**src/rtl/contador_pkg.sv**
```systemverilog
// ============================================================================
// contador_pkg : shared direction constants and width helper for counters
// Rev 1.0
// ============================================================================
`default_nettype none

package contador_pkg;

   localparam logic DIR_UP   = 1'b1;
   localparam logic DIR_DOWN = 1'b0;

   // Ceiling log2, never below 1 so a single-state counter still gets a bit.
   function automatic int clog2(input int value);
      int result;
      result = 0;
      for (int i = 0; i < 31; i++) begin
         if ((1 << i) < value) begin
            result = i + 1;
         end
      end
      return (result < 1) ? 1 : result;
   endfunction

endpackage

`default_nettype wire

```
**src/rtl/divisor_tick.sv**
```systemverilog
// ============================================================================
// divisor_tick : enable-gated phase counter, tick on the last phase
// Rev 1.0
// ============================================================================
`default_nettype none

module divisor_tick
   import contador_pkg::*;
#(
   parameter int PRESCALE = 1
) (
   input  logic clk,
   input  logic rst,
   input  logic en,
   input  logic sync_clr,
   output logic tick
);

   if (PRESCALE < 1) begin : g_bad_prescale
      $error("divisor_tick: PRESCALE must be >= 1");
   end

   localparam int                 PHASE_W = clog2(PRESCALE);
   localparam logic [PHASE_W-1:0] LAST    = PHASE_W'(PRESCALE - 1);

   logic [PHASE_W-1:0] r_phase;

   // With PRESCALE=1 LAST is 0, so the phase never leaves 0 and tick stays high.
   always_ff @(posedge clk or posedge rst) begin
      if (rst) begin
         r_phase <= '0;
      end else if (sync_clr) begin
         r_phase <= '0;
      end else if (en) begin
         r_phase <= (r_phase == LAST) ? '0 : r_phase + 1'b1;
      end
   end

   assign tick = (r_phase == LAST);

endmodule

`default_nettype wire

```
**src/rtl/contador_parametrico.sv**
```systemverilog
// ============================================================================
// contador_parametrico : up/down modulo-N counter, prescaler, wrap/saturate
// Rev 1.0
// ============================================================================
`default_nettype none

module contador_parametrico
   import contador_pkg::*;
#(
   parameter int WIDTH    = 4,
   parameter int MODULO   = 16,
   parameter int PRESCALE = 1,
   parameter int SATURATE = 0
) (
   input  logic             clk,
   input  logic             rst,
   input  logic             en,
   input  logic             dir,
   input  logic             clr,
   input  logic             load,
   input  logic [WIDTH-1:0] load_val,
   output logic [WIDTH-1:0] count,
   output logic             step,
   output logic             tc,
   output logic             wrap
);

   if (MODULO < 2 || MODULO > (2 ** WIDTH)) begin : g_bad_modulo
      $error("contador_parametrico: MODULO must satisfy 2 <= MODULO <= 2**WIDTH");
   end

   localparam logic [WIDTH-1:0] MAX_VAL = WIDTH'(MODULO - 1);
   localparam logic             WRAPS   = (SATURATE == 0);

   logic             w_tick;
   logic             w_at_limit;
   logic             w_wrap_event;
   logic [WIDTH-1:0] w_load_clamped;

   divisor_tick #(
      .PRESCALE (PRESCALE)
   ) u_divisor_tick (
      .clk      (clk),
      .rst      (rst),
      .en       (en),
      .sync_clr (clr | load),
      .tick     (w_tick)
   );

   assign w_at_limit = (dir == DIR_UP) ? (count == MAX_VAL) : (count == '0);
   assign step       = w_tick & en;
   assign tc         = step & w_at_limit;

   // Compared one bit wider so MODULO == 2**WIDTH never clamps.
   assign w_load_clamped = ({1'b0, load_val} >= (WIDTH + 1)'(MODULO)) ? MAX_VAL : load_val;

   // clr/load outrank the step, so a coincident terminal step must not pulse wrap.
   assign w_wrap_event = tc & WRAPS & ~clr & ~load;

   always_ff @(posedge clk or posedge rst) begin
      if (rst) begin
         count <= '0;
      end else if (clr) begin
         count <= '0;
      end else if (load) begin
         count <= w_load_clamped;
      end else if (step) begin
         if (dir == DIR_UP) begin
            if (count != MAX_VAL) begin
               count <= count + 1'b1;
            end else if (WRAPS) begin
               count <= '0;
            end
         end else begin
            if (count != '0) begin
               count <= count - 1'b1;
            end else if (WRAPS) begin
               count <= MAX_VAL;
            end
         end
      end
   end

   always_ff @(posedge clk or posedge rst) begin
      if (rst) begin
         wrap <= 1'b0;
      end else begin
         wrap <= w_wrap_event;
      end
   end

endmodule

`default_nettype wire

```
**config.mk**
```make
export PLATFORM = sky130hd
export DESIGN_NAME = contador_parametrico
export DESIGN_NICKNAME = d
export VERILOG_FILES = /design/src/rtl/contador_pkg.sv /design/src/rtl/divisor_tick.sv /design/src/rtl/contador_parametrico.sv
export SDC_FILE = /design/constraint.sdc
export NUM_CORES = 1
export LEC_CHECK = 0
export CORE_AREA = 2 2 39 41
export CTS_CLUSTER_SIZE = 20
export DETAILED_ROUTE_END_ITERATION = 6
export DIE_AREA = 0 0 41 43
export HOLD_SLACK_MARGIN = 0.08
export MAX_ROUTING_LAYER = met4
export PLACE_DENSITY_LB_ADDON = 0.1
export SLEW_MARGIN = 20
export SYNTH_ARGS = -nofsm -noshare
export SYNTH_HDL_FRONTEND = slang
export SYNTH_SLANG_ARGS = --single-unit
```
**constraint.sdc**
```tcl
create_clock -name clk -period 1.72 [get_ports clk]
set_input_delay 0.344 -clock clk [delete_from_list [all_inputs] [get_ports clk]]
set_output_delay 0.344 -clock clk [all_outputs]
set_load 0.005 [all_outputs]
```
* After elaboration in Yosys (flattened, before gate mapping) *
Cells that the tools add are included.

word-level totals
  bits in registers = 6
  ROM bits = 0
  bits in latches = 0
  RAM bits = 0
  memories kept = 0
  bits of input ports = 10

operators by class
  reductions and logical operators = 4
  muxes and demuxes = 10
  shift operators = 0
  $add $sub $neg = 3
  div/mod/pow operators = 0
  $lt $le $gt $ge = 0
  $mul = 0
  equality and inequality tests = 2
  bitwise logic cells = 8

operator list
  kind                   number
  $mux W4                6
  $add A4 B1 Y4 const B  1
  $and A1 B1 Y1          4
  $eq A4 B4 Y1 const B   1
  $logic_not A4 Y1       1
  $mux W1                4
  $ne A4 B4 Y1 const B   1
  $reduce_bool A4 Y1     1
  $sub A4 B1 Y4 const B  1
  $not A1 Y1             3
  $reduce_bool A3 Y1     1
  $reduce_bool A2 Y1     1
  $add A1 B1 Y1 const B  1
  $or A1 B1 Y1           1

* Depth between registers and ports, before layout *
  word-level depth = 6
  depth in mapped cells = 6
  gate-level depth less buffers = 6

* Modules after synthesis *
A second synthesis with hierarchy kept.

unflattened totals
  cell total of the unflattened synthesis = 52
  area total of the unflattened synthesis = 410.4 sq um

modules (own cells, without submodules)
  module                times used  cells an instance  area each (sq um)
  contador_parametrico  1           50                 399.1
  divisor_tick          1           2                  11.3

* Worst setup path before layout *
Ideal clock, no wire load.

  kind = register to output
  start point = reg count[0]
  end point = out tc
  slack = 0.067 ns
  data required time = 1.376 ns
  stages on the path, launching flop included = 6
  data arrival time = 1.309 ns
  buffers on the path = 0
  cell sequence = dfrtp_1 > inv_1 > ha_1 > or3b_1 > o21ai_1 > and2_1

on the way
  longest elaborated chain between the ends = 3
  elaborated cells on any way between the ends = 4
  those cells by class = eq/ne: 1; mux: 1; bitwise: 1; reduce/logical: 1

ends and longest elaborated chain
  element                                           RTL line                    text
  start, declared                                   contador_parametrico.sv:22  output logic [WIDTH-1:0] count,
  start signal, assigned                            contador_parametrico.sv:66  count <= w_load_clamped;
  start signal, assigned                            contador_parametrico.sv:70  count <= count + 1'b1;
  start signal, assigned                            contador_parametrico.sv:76  count <= count - 1'b1;
  $eq A4 B4 Y1 or $logic_not A4 Y1 (tied branches)  contador_parametrico.sv:50  assign w_at_limit = (dir == DIR_UP) ? (count == MAX_VAL) : (count == '0);
  $mux W1 (*)                                       contador_parametrico.sv:50
  $and A1 B1 Y1 (*)                                 contador_parametrico.sv:52  assign tc = step & w_at_limit;
  end, declared                                     contador_parametrico.sv:24  output logic tc,

Mark *: on every way between the ends. The rest lies on a longest branch, timed or not.

* Worst setup path in the final report *
  start point = reg count[1]
  end point = out tc

The elaborated chain is that of the path after synthesis.

==> impl_metrics.ini <==
[drt]
routed.top_layer = met3
ant_nets = 0
wl_met3_um = 41
wl_met2_um = 532
dr.pass1.iters = 2
met1_length_um = 488
via_count = 445
detail_route.vias_per_cell = 4.785
drc_errors = 0
finalWirelength_mm = 1.062
drtIter0Drc = 1
wl_per_cell_um = 11.42

[final_layout]
layout.nets = 90
final_cell_mix = clkdlybuf4s50_1, buf_4, dfrtp_1, inv_1, a21oi_1
multiInputGateArea_um2 = 275.3
final_layout_size_suffix_gt1_share_pct = 31.17
regArea_um2 = 125.1
antennaDiodeCount = 0
fill_cells = 148
mostFrequentLayoutCell = clkdlybuf4s50_1
area_growth_pct = 74.77
fin_util_pct = 51.99

[cts]
numCtsBuffers = 3
cts_max_level = 1
path_clk_slew_ns = 0.04
clk-insertion-delay-late_ns = 0.24
clock_path_buffers = 2
clkSinkCount = 5
cts_tree = built
cts_root_buffer = clkbuf_4

[setup_path]
cp_cell_sequence = inv_2 > ha_4 > or3b_4 > o21ai_2 > and2_4 > buf_6
crit_cells = 6
r2r-start = count[0]$_DFFE_PP0P_
crit_path_max_fanout = 2
critPathMaxStageDelay_ns = 0.38
path_buf_inv = 2
cp_top_family = simple AND/OR/NAND/NOR gates
crit_start = count[1]$_DFFE_PP0P_
crit_path_top_delay_cell = dfrtp_1
cp_data_required_time_ns = 1.38
critPathLaunchType = flop
ff2ff_path_depth = 7
cp-end-kind = primary output
critical_path_arrival_ns = 1.60
critPathKind = reg -> out

[die]
die_w_um = 41
dieArea_um2 = 1763
rows = 14
coreArea_um2 = 1384
dieHeight_um = 43
io_pins = 17
start_util_pct = 29.75

[placed_design]
pre_cts_slack_ns = -0.4028
port_buffers = 16
post-dp-hpwl_um = 822.4
gp_congestion = 0.7044

[yosys]
ys_ff_latch = 5
synth-compound-area-share_pct = 27.36
yosys_warnings = 0
synth_area_leaders = dfrtp_1, ha_1, inv_1, a21oi_1, mux2i_1
synthXorXnorAreaFrac_pct = 4.255
synth.cell_area_um2 = 411.6
synth_top_area_share_pct = 30.40
synth.distinct_cells = 30
yosys.area_share.simple_pct = 17.63
avgSynthCellArea_um2 = 8.576
synth_top_cell_by_area = dfrtp_1
syn_nets = 60
synthCells = 48
yosysSeqAreaShare_pct = 30.40
synthAdderAreaFrac_pct = 6.079
synthMuxAreaShare_pct = 4.863
synth_top_family_by_area = compound AO/OA/AOI/OAI gates

[timing]
hold_violations = 0
maxSlewHeadroom_pct = 82.00
fin_skew_ns = 0.003745
final.period_utilization_pct = 113.0
setup_viol = 1
setup_ws_ns = -0.2233
rsz0062_at_grt = true
tightest_slew_ns = 0.2677
fmax_ghz = 0.5146
timing.final.crit_period_ns = 1.943
slew_viol_final = 0

[global_route]
antenna_found_initial = 0
grt_max_degree = 9
grt_pass1_wl_mm = 1.752
grt_use_total_pct = 15.32
overflow = 0
grt_pass1_vias = 430

[hold_path]
hp-class = in -> async

[status]
status = finished, violations left
violations = negative setup slack

[power_and_ir_drop]
leakage_nw = 0.3327
ir_drop_mv = 0.4587
cellPowerDensity_nw_per_um2 = 603.8

[job]
drv_cap = 0
repair_timing:
| action | CTS | global route |
|---|---|---|
| gates resized for setup | 8 | 7 |
| hold buffers | 0 | 0 |
| setup buffers | 0 | 0 |
| setup endpoints to repair | 3 | 2 |
| pin swaps | 1 | 3 |
worst paths after layout:
kind	end	slack [ns]
setup / recovery	tc	-0.22
hold reg to reg	count[0]$_DFFE_PP0P_	0.78
max in group asynchronous	count[1]$_DFFE_PP0P_	1.26
min in group clk	count[3]$_DFFE_PP0P_	0.67
hold / removal	count[0]$_DFFE_PP0P_	0.29
setup reg to reg	count[3]$_DFFE_PP0P_	0.08
flip-flops by register name (all words and copies together), names as in the netlist:
name	flops
count	4
wrap	1
power by group:
group | internal (mW) | switching (mW) | total [mW]
logic | 0.100 | 0.0702 | 0.170
clock network | 0.0876 | 0.0463 | 0.134
registers | 0.126 | 0.00426 | 0.130
total | 0.314 | 0.121 | 0.434
routing by layer:
| metal | track usage (%) | up-vias |
|---|---|---|
| met3 | 3.141 | 0 |
| met4 | 8.000 | 0 |
| met2 | 20.94 | 10 |
| met5 | - | - |
| met1 | 20.66 | 205 |
| li1 | - | 230 |
synth_stat cells:
master    instances
a21boi_0          1
a21o_1            1
a21oi_1           4
a221oi_1          1
a31oi_1           1
and2_1            1
buf_2             1
buf_4             1
clkbuf_1          1
dfrtp_1           5
ha_1              2
inv_1             6
mux2i_1           2
nand2_1           2
nand2b_1          1
nand4_1           1
nor2_1            2
nor2b_1           1
nor3b_1           1
o21a_1            1
o21ai_0           2
o21ai_1           1
o221ai_2          1
o311a_1           1
o31ai_1           2
or3_1             1
or3b_1            1
or4b_1            1
xnor2_1           1
xor2_1            1
stage by stage:
| stage | hold WS (ns) | std cells | area (um^2) | power [mW] | TNS, ns |
|---|---|---|---|---|---|
| final | 0.2931 | 93 | 719.4 | 0.4344 | -0.2233 |
| after global routing | 0.3330 | 93 | 719.4 | 0.4676 | -0.2923 |
| after detailed placement | 0.5509 | 89 | 665.6 | 0.2886 | -0.4688 |
| after global placement | 0.5514 | 89 | 665.6 | 0.2890 | -0.4837 |
| after CTS | 0.2894 | 93 | 688.2 | 0.4291 | -0.2515 |
| after floorplan | 0.1225 | 48 | 411.6 | 0.2036 | 0 |
cell type report:
cell class	count	area share, %
Clock buffer	4	3.652
Multi-Input combinational cell	34	38.26
Timing Repair Buffer	28	34.78
Inverter	6	3.130
Sequential cell	5	17.39
Tap cell	16	2.783
cell families (layout without fill, tap and decap cells):
logic type | count (synthesis) | after routing
simple gates | 12 | 12
buf+inv | 9 | 38
compound gates | 16 | 16
mux | 2 | 2
fa+ha+maj | 2 | 2
flops | 5 | 5
xor+xnor | 2 | 2
Power figures use the tool's default switching activity.
